**src/rtl/draw_fb_writer.sv**
```systemverilog
// Horizontal line pixel writer: takes x positions from a line drawer, clips to the
// framebuffer, queues addresses in a small FIFO and issues framebuffer writes.
module draw_fb_writer #(
    parameter int CORDW  = 16,
    parameter int WIDTH  = 640,
    parameter int HEIGHT = 480,
    parameter int ADDRW  = 19,
    parameter int COLRW  = 4,
    parameter int DEPTH  = 4
) (
    input  logic                    clk,
    input  logic                    rst_n,
    input  logic                    start,
    input  logic signed [CORDW-1:0] y,
    input  logic        [COLRW-1:0] colr,
    input  logic signed [CORDW-1:0] x,
    input  logic                    drawing,
    input  logic                    line_done,
    output logic                    oe,
    output logic                    fb_we,
    output logic        [ADDRW-1:0] fb_addr,
    output logic        [COLRW-1:0] fb_colr,
    input  logic                    fb_ready,
    output logic                    busy,
    output logic                    done,
    output logic        [CORDW-1:0] clip_cnt
);

    localparam int PTRW = (DEPTH > 1) ? $clog2(DEPTH) : 1;

    localparam logic        [PTRW:0]    FULL     = (PTRW+1)'(DEPTH);
    localparam logic        [PTRW:0]    ONE      = (PTRW+1)'(1);
    localparam logic signed [CORDW-1:0] WIDTH_C  = CORDW'(WIDTH);
    localparam logic signed [CORDW-1:0] HEIGHT_C = CORDW'(HEIGHT);
    localparam logic        [ADDRW-1:0] WIDTH_A  = ADDRW'(WIDTH);

    typedef enum logic [1:0] {IDLE, ACTIVE, DRAIN} state_t;

    state_t state, state_next;

    logic [ADDRW-1:0] row_base;
    logic             row_on;
    logic [COLRW-1:0] colr_r;

    logic [ADDRW-1:0] mem [DEPTH];
    logic [PTRW-1:0]  wr_ptr, rd_ptr;
    logic [PTRW:0]    count;

    logic x_on, accept, push, pop, clip, start_line;
    logic [ADDRW-1:0] entry;

    assign start_line = (state == IDLE) && start;
    assign x_on       = !x[CORDW-1] && (x < WIDTH_C);
    assign accept     = drawing && oe;
    assign push       = accept && x_on && row_on;
    assign clip       = accept && !(x_on && row_on);
    assign pop        = fb_we && fb_ready;
    assign entry      = row_base + ADDRW'(x);

    assign oe      = (state == ACTIVE) && (count < FULL);
    assign fb_we   = (count != '0);
    assign fb_addr = mem[rd_ptr];
    assign fb_colr = colr_r;
    assign busy    = (state != IDLE);

    always_comb begin
        state_next = state;
        case (state)
            IDLE:    if (start) state_next = ACTIVE;
            ACTIVE:  if (line_done) state_next = DRAIN;
            // Leave as soon as the final queued write is being accepted.
            DRAIN:   if ((count == '0) || ((count == ONE) && pop)) state_next = IDLE;
            default: state_next = IDLE;
        endcase
    end

    // NOTE: all state registers use non-blocking assignments so every flop samples
    // pre-edge values regardless of the order the simulator evaluates blocks.
    always_ff @(posedge clk or negedge rst_n) begin
        if (!rst_n) begin
            state <= IDLE;
            done  <= 1'b0;
        end else begin
            state <= state_next;
            done  <= (state == DRAIN) && (state_next == IDLE);
        end
    end

    always_ff @(posedge clk or negedge rst_n) begin
        if (!rst_n) begin
            row_base <= '0;
            row_on   <= 1'b0;
            colr_r   <= '0;
            clip_cnt <= '0;
        end else if (start_line) begin
            row_base <= ADDRW'(y) * WIDTH_A;
            row_on   <= !y[CORDW-1] && (y < HEIGHT_C);
            colr_r   <= colr;
            clip_cnt <= '0;
        end else if (clip && (clip_cnt != '1)) begin
            clip_cnt <= clip_cnt + 1'b1;
        end
    end

    always_ff @(posedge clk or negedge rst_n) begin
        if (!rst_n) begin
            wr_ptr <= '0;
            rd_ptr <= '0;
            count  <= '0;
        end else begin
            if (push) wr_ptr <= wr_ptr + 1'b1;
            if (pop)  rd_ptr <= rd_ptr + 1'b1;
            if (push && !pop)      count <= count + 1'b1;
            else if (!push && pop) count <= count - 1'b1;
        end
    end

    // NOTE: the FIFO storage has no reset; an empty count masks stale entries, and
    // leaving it unreset lets it map onto plain RAM/register cells.
    always_ff @(posedge clk) begin
        if (push) mem[wr_ptr] <= entry;
    end

endmodule

```
**config.mk**
```make
export PLATFORM = sky130hd
export DESIGN_NAME = draw_fb_writer
export DESIGN_NICKNAME = d
export VERILOG_FILES = /design/src/rtl/draw_fb_writer.sv
export SDC_FILE = /design/constraint.sdc
export NUM_CORES = 1
export LEC_CHECK = 0
export ABC_CLOCK_PERIOD_IN_PS = 2200
export BUFFER_PORTS_ARGS = -buffer_cell sky130_fd_sc_hd__buf_2
export CAP_MARGIN = 10
export CORE_ASPECT_RATIO = 1.1
export CORE_MARGIN = 2
export CORE_UTILIZATION = 52
export CTS_CLUSTER_DIAMETER = 120
export DETAILED_ROUTE_END_ITERATION = 8
export GPL_ROUTABILITY_DRIVEN = 0
export HOLD_SLACK_MARGIN = 0.1
export MAX_ROUTING_LAYER = met4
export PLACE_DENSITY_LB_ADDON = 0.05
export SLEW_MARGIN = 20
export SYNTH_ARGS = -nofsm -noshare
export SYNTH_HDL_FRONTEND = slang
export SYNTH_SLANG_ARGS = --single-unit
```
**constraint.sdc**
```tcl
create_clock -name clk -period 2.2 [get_ports clk]
set_input_delay 0.44 -clock clk [delete_from_list [all_inputs] [get_ports clk]]
set_output_delay 0.44 -clock clk [all_outputs]
set_load 0.1 [all_outputs]
```
==> impl_metrics.csv <==
group,metric,value,unit
setup_path,crit_fanout,9,
routing,dr_wl_met3,440,um
synth,synth_cells,438,
die,die_area,12100,sq um
synth,synth_largest_area_cell,"edfxtp_1",
synth,synth_flop_cell,"edfxtp_1",
final_layout,drive_gt1_share,33.5,%
synth,muxShareOfSynthArea,8.19,%
synth,synth-edff-count,76,
global_routing,track_usage,21.5,%
routing,wl_met1,4.98,mm
sta,setup_viol,16,
place,place.detailed.hpwl,7.94,mm
synth,synth_top_area_share,39.0,%
sta,period_needed,2.23,ns
hold_path,hp-class,"in2reg",
routing,top_layer,"met4",
synth,ys_top_cells_by_area,"edfxtp_1, dfrtp_1, ha_1",
synth,synth_cell_types,51,
power,vdd_ir_drop_max,0.997,mV
routing,wl_per_cell,15.9,um
routing,routed_wirelength,11.5,mm
clocking,cts_made_buffers,17,
setup_path,crit_type,"reg2out",
power,power_leakage,3.03,nW
synth,synth_compound_area_share,8.04,%
routing,ant_nets,0,
routing,dr_wl_met2,5.81,mm
final_layout,fillers,815,
die,die_y,115,um
final_layout,finalNetCount,640,
sta,setup_tns,-0.203,ns
clocking,cts_sinks,119,
synth,yosys.area_share.simple,12.6,%
synth,yosys_register_bits,119,
clocking,post_cts_buffers,0,
synth,synth_adder_area_share,8.81,%
clocking,tritoncts,"yes",
die,fp-row-count,40,
clocking,clk_pin_slew,0.05,ns
routing,dr.pass1.iters,4,
synth,synth_top_family_by_area,"simple AND/OR/NAND/NOR gates",
setup_path,critPathArrivalTime,1.79,ns
routing,via_per_inst,5.43,
clocking,htree_levels,4,
synth,synth-xor-area-share,3.29,%
die,ios,85,
sta,slew-limit-headroom,67.5,%
place,io_buffer_count,84,
synth,synth-warning-count,0,
setup_path,crit_required,1.76,ns
die,core_area,11000,sq um
setup_path,cp-start-kind,"register",
synth,synthArstFlopShare,36.1,%
setup_path,critPathCaptureType,"output pin",
run_status,status,"finished with violations",
clocking,clkLatencyLatePin,0.41,ns
final_layout,antenna_cells,0,
sta,setup_slack,-0.0337,ns
routing,drc,0,
sta,rsz0062_at_grt,"yes",
sta,worst_pin_slew,0.491,ns
synth,synth.cell_area,5850,sq um
run_status,violations,"negative setup slack",
sta,max_freq,448,MHz
global_routing,grt-ovfl-total,0,
routing,drtIter0Drc,156,
clocking,cts_buffer_depth,2,
sta,fin_crit_sh,102,%
sta,skew,0.00651,ns
final_layout,utilization,67.8,%
sta,report.final.slew_viol_count,0,
die,start_util,53.4,%
global_routing,grt_max_degree,26,
power,powerDensity,1450,nW/um^2
die,die_width,105,um
routing,vias,3897,
global_routing,grt_pass1_vias,3976,
sta,hold_violations,0,
global_routing,antenna_found_initial,0,
clocking,cts-root-buf,"clkbuf_16",
synth,yosysSeqAreaShare,57.4,%
synth,syn_area_per_cell,13.4,sq um
global_routing,grt_pass1_wl,19.3,mm
final_layout,area_growth,27.0,%
synth,synth_fp_nets,520,
flow_run,maxCapViolations,0,
==> placed cells by master, fill, tap and decap left out, types with 3 or more instances in the layout <==
cell type   count
nor2b_1         3
mux2i_1         4
clkinv_2        6
buf_2          65
o2111ai_1       3
o211ai_1        9
nand4_1         4
a21oi_1        14
nand3_1        15
buf_12          5
buf_6          17
dfrtp_2        13
edfxtp_1       76
nor2_1         22
or3_1           3
nand2_1        53
clkbuf_16      17
buf_4          20
dfrtp_1        28
xnor2_1        15
nor3_1         13
inv_1          15
clkinvlp_4      3
and2_1          4
or4_1           6
ha_1           38
o31ai_1         6
nor3b_1         3
xor2_1          7
o21a_1          5
mux4_2         19
o21ai_0        13
==> through the flow <==
step / total power [mW] / instances / hold slack, ns / cell area (sq um) / worst slack [ns]
floorplan: 6.91 / 438 / 0.144 / 5880 / 0.0307
global placement: 7.74 / 684 / 0.345 / 6700 / -0.156
detailed placement: 7.82 / 684 / 0.346 / 6700 / -0.187
CTS: 10.8 / 718 / 0.206 / 7420 / -0.0454
global route: 11.3 / 718 / 0.214 / 7430 / -0.103
finish: 10.8 / 718 / 0.223 / 7430 / -0.0337
==> layer usage <==
layer	track usage, %	up-vias
li1	-	1911
met1	24.8	1874
met2	36.6	92
met3	5.44	20
met4	8.18	0
met5	-	-
==> logic make-up after synthesis <==
kind of cell / count (synthesis)
buffers and inverters: 25
xor gates and xnor gates: 22
AOI/OAI and AO/OA: 66
DFF: 119
adders and majority gates: 40
and+or+nand+nor: 142
muxes: 24
==> worst paths after layout <==
check | to | from | cells past startpoint | slack (ns)
worst max-delay path | fb_addr[18] | rd_ptr[0] | 3 | -0.03
worst min-delay path | fb_colr[3] | colr[3] | 3 | 0.22
worst max register to register | mem[0][17] | row_base[7] | 7 | 0.07
worst min register to register | fb_colr[1] | fb_colr[1] | 2 | 0.48
max in group asynchronous | clip_cnt[4] | rst_n | 3 | 1.17
min in group asynchronous | clip_cnt[6] | rst_n | 2 | 0.46
==> state kept, by name, indices dropped and copies added (netlist names), 2 cells and up <==
register  flops
mem          76
clip_cnt     16
row_base     12
fb_colr       4
count         3
rd_ptr        2
state         2
wr_ptr        2
==> synth_stat cells, types with 7 or more instances <==
cell type  instances
dfrtp_1           43
o211ai_1           9
mux4_2            19
xor2_1             7
a21oi_1           15
edfxtp_1          76
nor3_1            13
nor2_1            22
nand2_1           53
nand3_1           15
o21ai_0           13
ha_1              38
xnor2_1           15
inv_1             15
==> report_power, final <==
part           internal, mW  switching, mW  leakage [nW]
Combinational          1.61           3.40          1.55
Sequential             2.92          0.217          1.21
Clock                  1.65          0.959         0.273
Total                  6.17           4.58          3.03
==> worst max-delay path, stage by stage (launching register included) <==
cell     delay [ns]
dfrtp_2        0.47
buf_12         0.17
mux4_2         0.53
buf_6          0.21
==> final cells by class <==
| class | count | area (sq um) | share of cell area (%) |
|---|---|---|---|
| Sequential cell | 119 | 3380 | 45.5 |
| Multi-Input combinational cell | 294 | 2410 | 32.4 |
| Timing Repair Buffer | 111 | 835 | 11.2 |
| Clock buffer | 18 | 429 | 5.78 |
| Tap cell | 147 | 184 | 2.48 |
| Clock inverter | 14 | 134 | 1.80 |
| Inverter | 15 | 56.3 | 0.758 |
==> timing repair <==
action,CTS,global route
cloned,1,0
endpoints found under the hold margin,12,0
hold buffers,1,0
setup endpoints to repair,22,23
gates resized for setup,42,2
Power figures use the tool's default switching activity.
